**config.mk**
```make
export PLATFORM = sky130hd
export DESIGN_NAME = pattern_tx_1101
export DESIGN_NICKNAME = d
export VERILOG_FILES = /design/src/rtl/pattern_tx_pkg.sv /design/src/rtl/pattern_shift_reg.sv /design/src/rtl/pattern_tx_1101.sv
export SDC_FILE = /design/constraint.sdc
export NUM_CORES = 1
export LEC_CHECK = 0
export ABC_AREA = 0
export BUFFER_PORTS_ARGS = -buffer_cell sky130_fd_sc_hd__buf_2
export CORE_MARGIN = 5
export CORE_UTILIZATION = 44
export DETAILED_ROUTE_END_ITERATION = 10
export GPL_TIMING_DRIVEN = 0
export REMOVE_ABC_BUFFERS = 1
export SYNTH_ARGS = -nofsm -noshare
export SYNTH_HDL_FRONTEND = slang
export SYNTH_HIERARCHICAL = 1
export SYNTH_SLANG_ARGS = --single-unit
```
**constraint.sdc**
```tcl
create_clock -name clk -period 4.9 [get_ports clk]
set_input_delay 0 -clock clk [delete_from_list [all_inputs] [get_ports clk]]
set_output_delay 0 -clock clk [all_outputs]
set_load 0.01 [all_outputs]
```
**src/rtl/pattern_tx_pkg.sv**
```systemverilog
// Shared definitions for the pattern_tx serial pattern transmitter:
// FSM state encoding, default pattern and the pattern-width type.
package pattern_tx_pkg;

    typedef enum logic [2:0] {
        IDLE  = 3'd0,
        SHIFT = 3'd1,
        GAP   = 3'd2,
        DONE  = 3'd3,
        PAR   = 3'd4
    } state_t;

    localparam int PAT_W_DEFAULT = 4;

    typedef logic [PAT_W_DEFAULT-1:0] pattern_t;

    localparam pattern_t PAT_DEFAULT_VALUE = 4'b1101;

endpackage

```
**src/rtl/pattern_shift_reg.sv**
```systemverilog
// MSB-first shift register with parallel load; exposes the current MSB and
// the bit that becomes MSB after the next shift.
module pattern_shift_reg
    import pattern_tx_pkg::*;
#(
    parameter int               PAT_W       = PAT_W_DEFAULT,
    parameter logic [PAT_W-1:0] PAT_DEFAULT = PAT_W'(PAT_DEFAULT_VALUE)
) (
    input  logic             clk,
    input  logic             clr_n,
    input  logic             load,
    input  logic             shift,
    input  logic [PAT_W-1:0] load_value,
    output logic             msb,
    output logic             next_msb
);

    logic [PAT_W-1:0] sr;

    // NOTE: sequential state is written with non-blocking assignments only, so
    // every flop samples pre-edge values regardless of process ordering.
    always_ff @(posedge clk or negedge clr_n) begin
        if (!clr_n) begin
            sr <= PAT_DEFAULT;
        end else if (load) begin
            sr <= load_value;
        end else if (shift) begin
            sr <= {sr[PAT_W-2:0], 1'b0};
        end
    end

    assign msb      = sr[PAT_W-1];
    assign next_msb = sr[PAT_W-2];

endmodule

```
**src/rtl/pattern_tx_1101.sv**
```systemverilog
// Serial pattern transmitter: sends a captured pattern MSB-first, repeated
// with idle gaps. Define PATTERN_TX_PARITY_EN to append an even-parity bit.
module pattern_tx_1101
    import pattern_tx_pkg::*;
#(
    parameter int               PAT_W       = PAT_W_DEFAULT,
    parameter logic [PAT_W-1:0] PAT_DEFAULT = PAT_W'(PAT_DEFAULT_VALUE),
    parameter int               CNT_W       = 4,
    parameter int               GAP_W       = 3
) (
    input  logic             clk,
    input  logic             clr_n,
    input  logic             start,
    input  logic [PAT_W-1:0] pattern,
    input  logic [CNT_W-1:0] reps,
    input  logic [GAP_W-1:0] gap,
    output logic             ready,
    output logic             dout,
    output logic             valid,
    output logic             done
);

    localparam int               BIT_W    = $clog2(PAT_W);
    localparam logic [BIT_W-1:0] LAST_BIT = BIT_W'(PAT_W - 1);
    localparam logic [BIT_W-1:0] ONE_BIT  = BIT_W'(1);
    localparam logic [CNT_W-1:0] ONE_REP  = CNT_W'(1);
    localparam logic [GAP_W-1:0] ONE_GAP  = GAP_W'(1);

    state_t           state, state_n;
    logic [PAT_W-1:0] cap_pat, cap_pat_n;
    logic [CNT_W-1:0] rep_cnt, rep_cnt_n;
    logic [GAP_W-1:0] gap_len, gap_len_n;
    logic [GAP_W-1:0] gap_cnt, gap_cnt_n;
    logic [BIT_W-1:0] bit_cnt, bit_cnt_n;

    logic             sr_load, sr_shift, sr_msb, sr_next_msb;
    logic [PAT_W-1:0] sr_load_value;
    logic             rep_end;
    logic             msb_n, dout_n, valid_n;

    pattern_shift_reg #(
        .PAT_W       (PAT_W),
        .PAT_DEFAULT (PAT_DEFAULT)
    ) u_shift_reg (
        .clk        (clk),
        .clr_n      (clr_n),
        .load       (sr_load),
        .shift      (sr_shift),
        .load_value (sr_load_value),
        .msb        (sr_msb),
        .next_msb   (sr_next_msb)
    );

    // NOTE: every signal written here gets a default first, so no path through
    // the case leaves a variable unassigned and no latch is inferred.
    always_comb begin
        state_n       = state;
        cap_pat_n     = cap_pat;
        rep_cnt_n     = rep_cnt;
        gap_len_n     = gap_len;
        gap_cnt_n     = gap_cnt;
        bit_cnt_n     = bit_cnt;
        sr_load       = 1'b0;
        sr_shift      = 1'b0;
        sr_load_value = cap_pat;
        rep_end       = 1'b0;

        unique case (state)
            IDLE: begin
                if (start) begin
                    cap_pat_n     = pattern;
                    rep_cnt_n     = (reps == '0) ? ONE_REP : reps;
                    gap_len_n     = gap;
                    bit_cnt_n     = '0;
                    sr_load       = 1'b1;
                    sr_load_value = pattern;
                    state_n       = SHIFT;
                end
            end
            SHIFT: begin
                sr_shift = 1'b1;
                if (bit_cnt == LAST_BIT) begin
                    bit_cnt_n = '0;
`ifdef PATTERN_TX_PARITY_EN
                    state_n   = PAR;
`else
                    rep_end   = 1'b1;
`endif
                end else begin
                    bit_cnt_n = bit_cnt + ONE_BIT;
                end
            end
`ifdef PATTERN_TX_PARITY_EN
            PAR: begin
                rep_end = 1'b1;
            end
`endif
            GAP: begin
                if (gap_cnt == ONE_GAP) begin
                    sr_load = 1'b1;
                    state_n = SHIFT;
                end else begin
                    gap_cnt_n = gap_cnt - ONE_GAP;
                end
            end
            DONE: begin
                state_n = IDLE;
            end
            default: begin
                state_n = IDLE;
            end
        endcase

        // Shared end-of-repetition decision; a reload overrides the shift.
        if (rep_end) begin
            rep_cnt_n = rep_cnt - ONE_REP;
            if (rep_cnt == ONE_REP) begin
                state_n = DONE;
            end else if (gap_len == '0) begin
                sr_load = 1'b1;
                state_n = SHIFT;
            end else begin
                gap_cnt_n = gap_len;
                state_n   = GAP;
            end
        end
    end

    // Outputs are registered from the next-state view, so dout shows the bit
    // the shift register will hold after this edge.
    always_comb begin
        msb_n   = sr_load ? sr_load_value[PAT_W-1] : (sr_shift ? sr_next_msb : sr_msb);
        dout_n  = 1'b0;
        valid_n = 1'b0;
        if (state_n == SHIFT) begin
            dout_n  = msb_n;
            valid_n = 1'b1;
        end
`ifdef PATTERN_TX_PARITY_EN
        if (state_n == PAR) begin
            dout_n  = ^cap_pat;
            valid_n = 1'b1;
        end
`endif
    end

    always_ff @(posedge clk or negedge clr_n) begin
        if (!clr_n) begin
            state   <= IDLE;
            cap_pat <= PAT_DEFAULT;
            rep_cnt <= '0;
            gap_len <= '0;
            gap_cnt <= '0;
            bit_cnt <= '0;
            ready   <= 1'b1;
            dout    <= 1'b0;
            valid   <= 1'b0;
            done    <= 1'b0;
        end else begin
            state   <= state_n;
            cap_pat <= cap_pat_n;
            rep_cnt <= rep_cnt_n;
            gap_len <= gap_len_n;
            gap_cnt <= gap_cnt_n;
            bit_cnt <= bit_cnt_n;
            ready   <= (state_n == IDLE);
            dout    <= dout_n;
            valid   <= valid_n;
            done    <= (state_n == DONE);
        end
    end

endmodule

```
After elaboration in Yosys (flattened, before gate mapping)
Cells that the tools add are included.

word-level totals
  register bits after elaboration = 27
  bits of input ports = 14
  output and inout bits = 4
  logic and storage cells = 68

cells by class
  add/sub/neg operators = 3
  equal/unequal tests = 8
  mux-type cells = 35
  reduce and logical (&&, ||, !) cells = 11

operator list
  kind                                                                    number
  4-bit two-way mux                                                       8
  3-bit two-way mux                                                       8
  1-bit two-way mux                                                       12
  3-bit by 1-bit equality test with 1-bit output (second input constant)  3
  3-bit logical NOT                                                       3
  3-bit one-hot mux with 3 select lines                                   1
  2-bit two-way mux                                                       4
  2-bit nonzero test                                                      4
  3-bit by 2-bit equality test with 1-bit output (second input constant)  2
  2-bit AND reduction                                                     3
  4-bit by 1-bit equality test with 1-bit output (second input constant)  1
  4-bit logical NOT                                                       1
  2-bit one-hot mux with 2 select lines                                   1
  4-bit by 1-bit subtractor with 4-bit output (second input constant)     1
  3-bit by 1-bit subtractor with 3-bit output (second input constant)     1
  2-bit by 1-bit adder with 2-bit output (second input constant)          1
  2-bit equality test (second input constant)                             1
  2-bit != test (second input constant)                                   1
  1-bit one-hot mux with 2 select lines                                   1

Logic depth before layout (Yosys ltp)
Gate-level depths: netlist of the first run.

  depth in word-level cells = 8
  mapped depth = 7
  depth with buffers taken out = 7

Modules after synthesis
The synthesis of the first run kept the hierarchy.

modules (own cells, without submodules)
  module             times used  cells each  area an instance (um2)  seq. area each (um2)
  pattern_tx_1101    1           115         1206.2                  580.6
  pattern_shift_reg  1           15          172.7                   103.8

Worst setup path before layout of the first run
No wires, ideal clock.

  path kind = reg2reg
  from = register rep_cnt[1]
  to = register u_shift_reg.sr[0]
  setup time = 79 ps
  data arrival time = 1522 ps
  data required time = 4821 ps
  slack = 3299 ps
  cell stages (with the launch flop) = 7
  buffers on the path = 0
  period minus slack after synthesis = 1601 ps
  path through = dfrtp_1 > inv_1 > ha_1 > or3b_2 > nand3_4 > nand2_1 > a22o_1

between the ends
  cells in the longest elaborated chain, start to end = 4
  elaborated cells on any way between the ends = 5
  classes of those cells = eq/ne (1); mux (3); reduce/logical (1)

RTL lines
  what                                                     RTL line                 text
  start: declaration                                       pattern_tx_1101.sv:31    logic [CNT_W-1:0] rep_cnt, rep_cnt_n;
  start signal: assignment                                 pattern_tx_1101.sv:162   rep_cnt <= rep_cnt_n;
  4-bit by 1-bit equality test with 1-bit output (*)       pattern_tx_1101.sv:117   if (rep_cnt == ONE_REP) begin
  1-bit two-way mux (*)                                    pattern_tx_1101.sv:117
  1-bit two-way mux (*)                                    pattern_tx_1101.sv:115   if (rep_end) begin
  named net sr_load                                        pattern_tx_1101.sv:36    logic sr_load, sr_shift, sr_msb, sr_next_msb;
  4-bit two-way mux or 2-bit nonzero test (tied branches)  -
  end signal: assignment                                   pattern_shift_reg.sv:26  sr <= load_value;
  end signal: assignment                                   pattern_shift_reg.sv:28  sr <= {sr[PAT_W-2:0], 1'b0};
  end: declaration                                         pattern_shift_reg.sv:18  logic [PAT_W-1:0] sr;

Mark *: on every way through the listed nets, which the timed path passes. The rest lies on a longest branch.
A chain may end at the register's enable or synchronous reset.

Worst setup path after layout of the first run
  from = register state[2]
  to = register u_shift_reg.sr[0]

between the ends
  cells in the longest elaborated chain, start to end = 6
  elaborated cells on any way between the ends = 12
  classes of those cells = eq/ne (2); mux (8); reduce/logical (2)

RTL lines
  what                                                                                 RTL line                text
  start: declaration                                                                   pattern_tx_1101.sv:29   state_t state, state_n;
  start signal: assignment                                                             pattern_tx_1101.sv:160  state <= state_n;
  3-bit by 2-bit equality test with 1-bit output or 3-bit logical NOT (tied branches)  pattern_tx_1101.sv:68   unique case (state)
  1-bit one-hot mux with 2 select lines                                                pattern_tx_1101.sv:68
  1-bit two-way mux                                                                    pattern_tx_1101.sv:119  end else if (gap_len == '0) begin
  1-bit two-way mux                                                                    pattern_tx_1101.sv:117
  1-bit two-way mux (*)                                                                pattern_tx_1101.sv:115
  named net sr_load                                                                    pattern_tx_1101.sv:36
  4-bit two-way mux or 2-bit nonzero test (tied branches)                              -

Marked as above.

==> metrics.cfg, run 1 <==
[outcome]
status = finished, final reports clean

[critical_path]
end_kind = flip-flop
worstSetupStartpointType = flip-flop
crit_fanout = 12
slowest_delay_ns = 0.68
worst-path-buf-inv = 0
crit_chain = nor4b_4, a31oi_1, nand2_1, nor2_1, a22o_1
crit_family = simple AND/OR/NAND/NOR gates
crit_type = flip-flop to flip-flop
worstPathRequired_ns = 5.17
cp_slowest_cell = nor4b_4
arrival_ns = 2.24

[synth]
synth_area_leaders = dfrtp_1, dfstp_2, nand2_1
synth-edff-count = 0
yosysUniqueCellTypes = 38
synth-async-reset-ratio_pct = 100
synth_top_cell_by_area = dfrtp_1
synth_area_mm2 = 0.00138
synth_cells = 130
ys_ff_latch = 27
seq_area_frac_synth_pct = 49.6
ys_warn_count = 6
yosysTopAreaCellShare_pct = 36.3
syn_avg_cell_area_um2 = 10.6
synthFlopType = dfrtp_1

[die]
fp.dieW_um = 66.0
rows = 20
die-area_mm2 = 0.00435
io_pins = 18
die_h_um = 66.0
core-area_mm2 = 0.00303
start_util_pct = 45.5

[timing]
fin_setup_tns_ns = 0
max_slew_margin_pct = 55.0
max_freq_mhz = 507
hold_viol = 0
fin_crit_sh_pct = 40.2
tightest_slew_ns = 0.673
min_period_ns = 1.97
setup_viol = 0
clock_skew_ns = 0.00221
maxSlewViolCount = 0
grt_setup_unrepaired = no

[placed_design]
port_buffers = 17
dpl.hpwl_um = 1810
routabilityCongestion = 0.780

[pwr]
comb_power_share_pct = 26.0
p_leak_nw = 0.743
power_frac_clock_pct = 17.3
seq_power_share_pct = 56.8
p_total_mw = 0.552
p_int_mw = 0.380
p_per_area_mw_per_mm2 = 334
p_switching_mw = 0.172
swShare_pct = 31.1
ir_worst_vdd_v = 0.000167

[route]
route.detailed.drc = 0
vias = 1005
wl_per_cell_um = 12.2
dr.pass1.iters = 4
viasPerCell = 4.90
postRouteAntennaNets = 0
drt_iter0_markers = 40
drt-total-wl_um = 2510

[cts]
cts_inserted_buffers = 3
clkTransAtPathRegs_ns = 0.14
clk_latency_ns = 0.32
cts_tree = built
cts_sinks = 27
cts-root-buf = clkbuf_4
cts_htree_levels = 1
clk_path_buf_depth = 2

[final_layout]
layout-drive-gt1-share_pct = 24.2
areaGrowthSynthToFinish_pct = 19.9
diodes = 0
nets = 181

[global_route]
grt_overflow = 0
grt_pass1_vias = 1021
gr-usage-all-layers_pct = 13.3
grt_pass1_wl_um = 4530
antenna_found_initial = 0
grt_max_degree = 28

[hold_path]
hp-class = primary input to flip-flop

[flow_run]
max_cap_viol_count = 0

state kept, by name, summed over array words and instances, names as in the netlist:
register and count:
ready 1, cap_pat 4, bit_cnt 2, gap_len 3, done 1, valid 1
rep_cnt 4, state 3, gap_cnt 3, u_shift_reg/sr 4, dout 1
per-stage QoR:
stage | worst slack [ns] | hold WS, ns | utilization [%] | instances | instance area, um2
2_1_floorplan | 3.22 | -0.296 | - | 128 | 1370
3_3_place_gp | 2.94 | 0.0290 | 49.8 | 189 | 1510
3_5_place_dp | 2.94 | 0.0385 | 49.8 | 189 | 1510
4_1_cts | 2.90 | 0.0981 | 54.6 | 205 | 1650
5_1_grt | 2.77 | 0.110 | 54.6 | 205 | 1650
6_report | 2.93 | 0.101 | 54.6 | 205 | 1650
timing repair:
action / 4_1_cts / 5_1_grt
resized for setup: 0 / 0
endpoints found under the hold margin: 33 / 0
setup buffers: 0 / 0
hold buffers: 12 / 0
worst paths after layout:
kind / start / endpoint / slack [ns] / cells after the start
worst max-delay path: state[2] / u_shift_reg/sr[0] / 2.93 / 5
worst min-delay path: start / cap_pat[2] / 0.10 / 4
worst max register to register: state[2] / u_shift_reg/sr[0] / 2.93 / 5
worst min register to register: cap_pat[2] / cap_pat[2] / 0.48 / 2
max in group asynchronous: clr_n / cap_pat[2] / 4.33 / 2
min in group asynchronous: clr_n / gap_cnt[1] / 0.19 / 2
worst reg2reg max path, stage by stage, from the launching register on:
cell	delay, ns
dfrtp_1	0.51
nor4b_4	0.68
a31oi_1	0.17
nand2_1	0.26
nor2_1	0.08
a22o_1	0.22
cell usage in the layout, fill, tap and decap left out:
cell,netlist,final
o21ai_1,3,3
nand3b_1,1,1
o211a_1,1,1
nor3_2,1,1
nor2_1,12,12
clkbuf_1,0,1
nor3_1,2,2
mux2i_1,5,5
xnor2_1,1,1
a22o_1,3,3
nor4b_4,1,1
nand3_4,1,1
nand3_1,3,3
a31oi_1,1,1
o21bai_1,2,2
conb_1,1,1
nand4bb_1,2,2
mux2_1,1,1
nor4b_2,1,1
ha_1,5,5
dfstp_2,7,7
or3b_2,1,1
o211ai_1,2,2
a21oi_1,1,1
nor3b_1,1,1
mux2_2,1,1
and4bb_4,1,1
nand2_1,29,29
dfrtp_1,20,20
inv_1,6,6
o21ai_2,1,1
nor3_4,1,1
a221o_1,1,1
dlygate4sd3_1,0,12
a21boi_4,1,1
o21ai_0,5,5
buf_2,1,17
nor3b_2,2,2
a21o_1,1,1
clkbuf_4,0,3
cells in the mapped netlist, types with 2 or more instances:
| master | count |
|---|---|
| nand2_1 | 29 |
| dfrtp_1 | 20 |
| nor2_1 | 12 |
| dfstp_2 | 7 |
| inv_1 | 6 |
| ha_1 | 5 |
| mux2i_1 | 5 |
| o21ai_0 | 5 |
| a22o_1 | 3 |
| nand3_1 | 3 |
| o21ai_1 | 3 |
| nand4bb_1 | 2 |
| nor3_1 | 2 |
| nor3b_2 | 2 |
| o211ai_1 | 2 |
| o21bai_1 | 2 |
power groups by stage:
stage	clock [mW]	sequential, mW	combinational, mW
after detailed placement	0	0.317	0.138
after CTS	0.0997	0.313	0.146
after global placement	0	0.316	0.133
final	0.0953	0.313	0.143
after floorplan	0	0.311	0.104
after global routing	0.107	0.320	0.169
kinds of logic after synthesis:
kind of cell	share of synthesized area (%)
mux	5.26
simple gates	25.3
xor+xnor	0.635
compound gates	11.8
other cells	0.272
fa+ha+maj	4.54
buf+inv	2.54
flops	49.6
routing by layer:
layer,global-route usage [%],vias up,share of wire [%]
met5,0,-,0
met4,4.57,0,1.2
met3,2.21,4,3.9
met2,21.9,24,46
met1,17.6,466,49
li1,-,511,-
cell type report:
cell class              instances  area [um2]
inverters                       6        22.5
clock buffers                   4        26.3
well taps                      44        55.1
fillers                       286        1380
flip-flops and latches         27         684
repair buffers                 29         205
multi-input cells              95         659
(Power assumes the default switching activity.)
==> run 2, diff against run 1 <==
--- a/config.mk
+++ b/config.mk
@@ -5,12 +5,13 @@
 export SDC_FILE = /design/constraint.sdc
 export NUM_CORES = 1
 export LEC_CHECK = 0
-export ABC_AREA = 0
+export ABC_AREA = 1
 export BUFFER_PORTS_ARGS = -buffer_cell sky130_fd_sc_hd__buf_2
 export CORE_MARGIN = 5
 export CORE_UTILIZATION = 44
 export DETAILED_ROUTE_END_ITERATION = 10
 export GPL_TIMING_DRIVEN = 0
+export PLACE_DENSITY = 0.66
 export REMOVE_ABC_BUFFERS = 1
 export SYNTH_ARGS = -nofsm -noshare
 export SYNTH_HDL_FRONTEND = slang
==> constraint.sdc (replaced) <==
create_clock -name clk -period 1.8 [get_ports clk]
set_input_delay 0 -clock clk [delete_from_list [all_inputs] [get_ports clk]]
set_output_delay 0 -clock clk [all_outputs]
set_load 0.01 [all_outputs]
==> run 2 against run 1 <==
Compared with the run above: critical path depth grew 3; clock power rose to 2.7 times the previous value; first-iteration DRC count is 68% higher; synthesized cell count rose by 22%; routed wire length shrank 2.0%; count of clock-buffer cells in the layout is the same; final cell count up 8.3%; sequential share of layout area is 1.4 points higher; highest routed layer unchanged; largest cell class unchanged; maximum frequency grew 21%; combinational power grew to 3.7 times the previous value; register-to-register slack got worse by 2.8 ns; critical endpoint is now u_shift_reg/sr[1]; core utilization is 0.93 points lower.
==> metrics.cfg, run 2 <==
[timing]
hold_viol = 0
grt_setup_unrepaired = no
fin_ws_ns = 0.170
min_period_ns = 1.63
maxSlewViolCount = 0
fin_setup_tns_ns = 0
clock_skew_ns = 0.00151
max_freq_mhz = 613
tightest_slew_ns = 0.593
max_slew_margin_pct = 60.5
setup_viol = 0
fin_crit_sh_pct = 90.6

[synth]
yosysTopAreaCellShare_pct = 37.5
synth_compound_area_share_pct = 7.59
synth-simple-area-share_pct = 28.2
synth-edff-count = 0
yosys.area_share.xor_xnor_pct = 1.97
synth_area_mm2 = 0.00134
synth-async-reset-ratio_pct = 100
synthMuxAreaShare_pct = 0
yosys.area_share.adder_pct = 4.69
ys_warn_count = 6
yosysUniqueCellTypes = 23
synthFlopType = dfrtp_1
synth_cells = 158
post-synth-top-count-cell = nand2_1
syn_avg_cell_area_um2 = 8.45
ys_ff_latch = 27
synth_top_family_by_area = simple AND/OR/NAND/NOR gates
synth_area_leaders = dfrtp_1, nand2_1, dfstp_2
seq_area_frac_synth_pct = 51.3
synth.cells.most_frequent = nand2_1, dfrtp_1, inv_1
synth_top_cell_by_area = dfrtp_1

[critical_path]
rr_endpoint = u_shift_reg/sr[1]
crit_fanout = 15
crit_type = flip-flop to flip-flop
arrival_ns = 1.85
crit_family = simple AND/OR/NAND/NOR gates
crit_path_frequent_cell = nand2_1
slowest_delay_ns = 0.47
timing.rr.start = state[0]
end_kind = flip-flop
crit_chain = inv_2, nand2_1, nor2_4, nor2_1, nand2_1, nor2_2, nand2_1, nand3_1
worst-path-stages = 8
worstPathRequired_ns = 2.02
reg2regPathDepth = 8
cp_slowest_cell = dfrtp_1
worst-path-buf-inv = 1
worstSetupStartpointType = flip-flop
ff2ff_setup_slack_ns = 0.17

[cts]
clk_latency_ns = 0.31
cts_tree = built
cts_sinks = 27
cts_htree_levels = 1
clk_path_buf_depth = 2
cts_inserted_buffers = 3
post_cts_buffers = 0
clkTransAtPathRegs_ns = 0.14
cts-root-buf = clkbuf_4

[pwr]
p_switching_mw = 0.572
ir_worst_vdd_v = 0.000529
seq_power_share_pct = 53.3
p_per_area_mw_per_mm2 = 1050
swShare_pct = 34.0
power_frac_clock_pct = 15.2
p_total_mw = 1.68
comb_power_share_pct = 31.5
p_leak_nw = 0.818
p_int_mw = 1.11

[final_layout]
diodes = 0
top_regs = cap_pat: 4 flops, rep_cnt: 4 flops, u_shift_reg/sr: 4 flops
final_cell_mix = nand2_1, dfrtp_1, buf_2, inv_1, nand3_1
layout-drive-gt1-share_pct = 22.2
final_cell_area_mm2 = 0.00160
areaGrowthSynthToFinish_pct = 19.7
final_common_cell = nand2_1
fill_cells = 281
nets = 209

[route]
route.detailed.drc = 0
postRouteAntennaNets = 0
dr.pass1.iters = 4
drt_iter0_markers = 67
wl_per_cell_um = 11.1
viasPerCell = 4.89
vias = 1086
drt-total-wl_um = 2460

[placed_design]
pre_cts_slack_ns = 0.00118
port_buffers = 17
routabilityCongestion = 0.757
dpl.hpwl_um = 1800
place_area_mm2 = 0.00146

[global_route]
grt_pass1_wl_um = 4440
grt_use_met3_pct = 2.60
use_met2_pct = 20.7
grt_max_degree = 28
grt_overflow = 0
grt_pass1_vias = 1008
antenna_found_initial = 0
gr-usage-all-layers_pct = 13.3
grt_busiest_layer = met2
met1_usage_pct = 18.5

[die]
fp.dieW_um = 65.1
die-area_mm2 = 0.00424
io_pins = 18
die_h_um = 65.1
start_util_pct = 44.8
core-area_mm2 = 0.00298
rows = 20

[hold_path]
hold-path-endpoint = rep_cnt[3]
hp-class = primary input to flip-flop
hold_depth = 5
hp-start = reps[3]

[flow_run]
max_cap_viol_count = 0

[outcome]
status = finished, final reports clean

run 2: cell types whose count changed in the layout (fill, tap and decap cells not counted), moves of 4 or more:
cell	change
inv_1	+10
inv_2	+4
mux2i_1	-5
nand2_1	+25
nand3_1	+12
nor2_1	-8
nor2_2	+4
o21ai_0	+5
run 2: cells by family (layout without fill, tap and decap cells):
kind of cell / Yosys count / count (layout)
fa+ha+maj: 5 / 5
compound gates: 17 / 17
simple gates: 84 / 84
flops: 27 / 27
other cells: 1 / 1
buf+inv: 21 / 52
xor+xnor: 3 / 3
run 2: per-layer routing:
metal | wire, um | part of all wire (%)
met1 | 1210 | 49
met2 | 1080 | 44
met3 | 133 | 5.4
met4 | 29 | 1.2
met5 | 0 | 0
run 2: worst register-to-register path: stages, from the launching register on:
cell and delay (ns):
dfrtp_1 0.47, inv_2 0.11, nand2_1 0.08, nor2_4 0.30, nor2_1 0.11, nand2_1 0.23, nor2_2 0.10, nand2_1 0.07
nand3_1 0.06
run 2: area by class of cell:
class                   instances  area, um2  share of cell area, %
multi-input cells             110        576                   36.0
clock buffers                   4       26.3                   1.64
inverters                      20       75.1                   4.70
repair buffers                 28        195                   12.2
well taps                      33       41.3                   2.58
flip-flops and latches         27        684                   42.8
run 2: per-stage QoR:
stage | util [%] | cells | hold WS [ns]
3_5_place_dp | 48.9 | 207 | 0.0411
5_1_grt | 53.7 | 222 | 0.0275
4_1_cts | 53.7 | 222 | 0.0466
2_1_floorplan | - | 157 | -0.296
6_report | 53.7 | 222 | 0.0192
3_3_place_gp | 48.9 | 207 | 0.0319
run 2: how the worst max path moves through the flow:
stage                   from                end  slack [ns]
floorplan           state[2]  u_shift_reg/sr[1]        0.31
global placement    state[2]  u_shift_reg/sr[1]        0.05
detailed placement  state[0]  u_shift_reg/sr[1]       0.001
CTS                 state[0]  u_shift_reg/sr[1]        0.15
global route        state[0]  u_shift_reg/sr[1]        0.04
finish              state[0]  u_shift_reg/sr[1]        0.17
run 2: what timing repair did:
action,in CTS,in global routing
hold endpoints to repair,31,0
hold buffers,11,0
setup endpoints to repair,1,0
gates resized for setup,1,0
run 2: power by group through the flow:
stage          sequential, mW  combinational [mW]  clock [mW]
6_report                0.896               0.530       0.255
5_1_grt                 0.918               0.627       0.302
4_1_cts                 0.896               0.544       0.269
3_5_place_dp            0.910               0.517           0
3_3_place_gp            0.903               0.493           0
2_1_floorplan           0.898               0.389           0
==> run 3, diff against run 2 <==
--- a/config.mk
+++ b/config.mk
@@ -11,7 +11,9 @@
 export CORE_UTILIZATION = 44
 export DETAILED_ROUTE_END_ITERATION = 10
 export GPL_TIMING_DRIVEN = 0
+export MAX_ROUTING_LAYER = met4
 export PLACE_DENSITY = 0.66
+export RECOVER_POWER = 100
 export REMOVE_ABC_BUFFERS = 1
 export SYNTH_ARGS = -nofsm -noshare
 export SYNTH_HDL_FRONTEND = slang
==> run 3 against run 2 <==
Compared with the run above: first-iteration DRC count rose by 4.5%; critical path depth did not move; global-route usage rose by 0.36 points; largest cell class unchanged; clock skew fell by 0.00066 ns; sequential power barely moved; via count fell by 0.55%; register-to-register slack barely moved; highest routed layer unchanged; clock power barely moved; combinational power fell by 2%; total power fell by 0.55%.
==> metrics.cfg, run 3 (synthesized netlist as in run 2, its figures left out) <==
[die]
io_pins = 18
fp.dieW_um = 65.1
die_h_um = 65.1
core-area_mm2 = 0.00298
start_util_pct = 44.8
rows = 20
die-area_mm2 = 0.00424

[final_layout]
areaGrowthSynthToFinish_pct = 18.5
layout-drive-gt1-share_pct = 16.9
nets = 209
utilization_pct = 53.1
final_cell_area_mm2 = 0.00158
diodes = 0
top_regs = cap_pat: 4 flops, rep_cnt: 4 flops, u_shift_reg/sr: 4 flops
final_common_cell = nand2_1
final_cell_mix = nand2_1, dfrtp_1, inv_1, nand3_1, buf_2

[route]
viasPerCell = 4.86
dr.pass1.iters = 4
drt_iter0_markers = 70
drt-total-wl_um = 2460
wl_per_cell_um = 11.1
postRouteAntennaNets = 0
route.detailed.drc = 0
vias = 1080

[cts]
cts_sinks = 27
cts_inserted_buffers = 3
cts-root-buf = clkbuf_4
clk_path_buf_depth = 2
cts_htree_levels = 1
clkTransAtPathRegs_ns = 0.14
cts_tree = built
clk_latency_ns = 0.31

[timing]
min_period_ns = 1.63
max_slew_margin_pct = 4.46
clock_skew_ns = 0.000853
fin_crit_sh_pct = 90.7
hold_viol = 0
setup_viol = 0
maxSlewViolCount = 0
max_freq_mhz = 612
grt_setup_unrepaired = no
fin_setup_tns_ns = 0
tightest_slew_ns = 1.43

[placed_design]
port_buffers = 17
dpl.hpwl_um = 1800
place_area_mm2 = 0.00146
routabilityCongestion = 0.767

[hold_path]
hp-class = primary input to flip-flop

[global_route]
grt_max_degree = 28
gr-usage-all-layers_pct = 13.7
antenna_found_initial = 0
grt_pass1_wl_um = 4440
grt_pass1_vias = 1008
grt_overflow = 0

[critical_path]
worstSetupStartpointType = flip-flop
worstPathRequired_ns = 2.02
arrival_ns = 1.85
end_kind = flip-flop
crit_type = flip-flop to flip-flop
crit_fanout = 15

[flow_run]
max_cap_viol_count = 0

[pwr]
p_leak_nw = 0.805
p_per_area_mw_per_mm2 = 1060
ir_worst_vdd_v = 0.000526

[outcome]
status = finished, final reports clean

run 3: cell count changes in the layout (fill, tap and decap cells not counted), sizes merged:
| cell | previous run | this run |
|---|---|---|
| buf | 17 | 12 |
| clkbuf | 4 | 9 |
run 3: per-layer routing:
layer	vias to the layer above	track usage, %	routed length [um]
li1	565	-	-
met1	497	18.5	1230
met2	16	20.7	1100
met3	2	2.60	107
met4	0	4.66	13
met5	-	-	0
run 3: power by group:
part / leakage [nW] / switching, mW / internal (mW)
registers: 0.328 / 0.0879 / 0.808
clock network: 0.0150 / 0.168 / 0.0866
logic: 0.461 / 0.312 / 0.209
run 3: area by class of cell:
type | count | area (um2)
fillers | 284 | 1400
repair buffers | 28 | 189
inverters | 20 | 75.1
multi-input cells | 110 | 566
well taps | 33 | 41.3
clock buffers | 4 | 26.3
flip-flops and latches | 27 | 684
run 3: final timing paths:
| check | from | endpoint | slack (ns) | cells past startpoint |
|---|---|---|---|---|
| worst max-delay path | state[0] | u_shift_reg/sr[1] | 0.17 | 8 |
| worst min register to register | u_shift_reg/sr[0] | u_shift_reg/sr[0] | 0.48 | 2 |
| max in group asynchronous | clr_n | u_shift_reg/sr[1] | 0.44 | 2 |
| worst min-delay path | reps[3] | rep_cnt[3] | 0.02 | 5 |
| worst max register to register | state[0] | u_shift_reg/sr[1] | 0.17 | 8 |
| min in group asynchronous | clr_n | gap_len[0] | 0.53 | 2 |
run 3: what timing repair did:
item                                   4_1_cts  5_1_grt
endpoints found under the hold margin       31        0
gates resized for setup                      1        0
setup buffers                                0        0
setup endpoints to repair                    1        0
hold buffers                                11        0
run 3: critical path, stage by stage (launching register included):
cell	delay (ns)
dfrtp_1	0.47
inv_2	0.11
nand2_1	0.08
nor2_4	0.30
nor2_1	0.11
nand2_1	0.23
nor2_2	0.10
nand2_1	0.06
nand3_1	0.06
run 3: through the flow:
step / power, mW / setup WS, ns / hold slack, ns / instances
5_1_grt: 1.84 / 0.0392 / 0.0275 / 222
6_report: 1.67 / 0.167 / 0.0223 / 222
2_1_floorplan: 1.29 / 0.307 / -0.296 / 157
3_3_place_gp: 1.40 / 0.0521 / 0.0319 / 207
3_5_place_dp: 1.43 / 0.00118 / 0.0411 / 207
4_1_cts: 1.71 / 0.153 / 0.0466 / 222
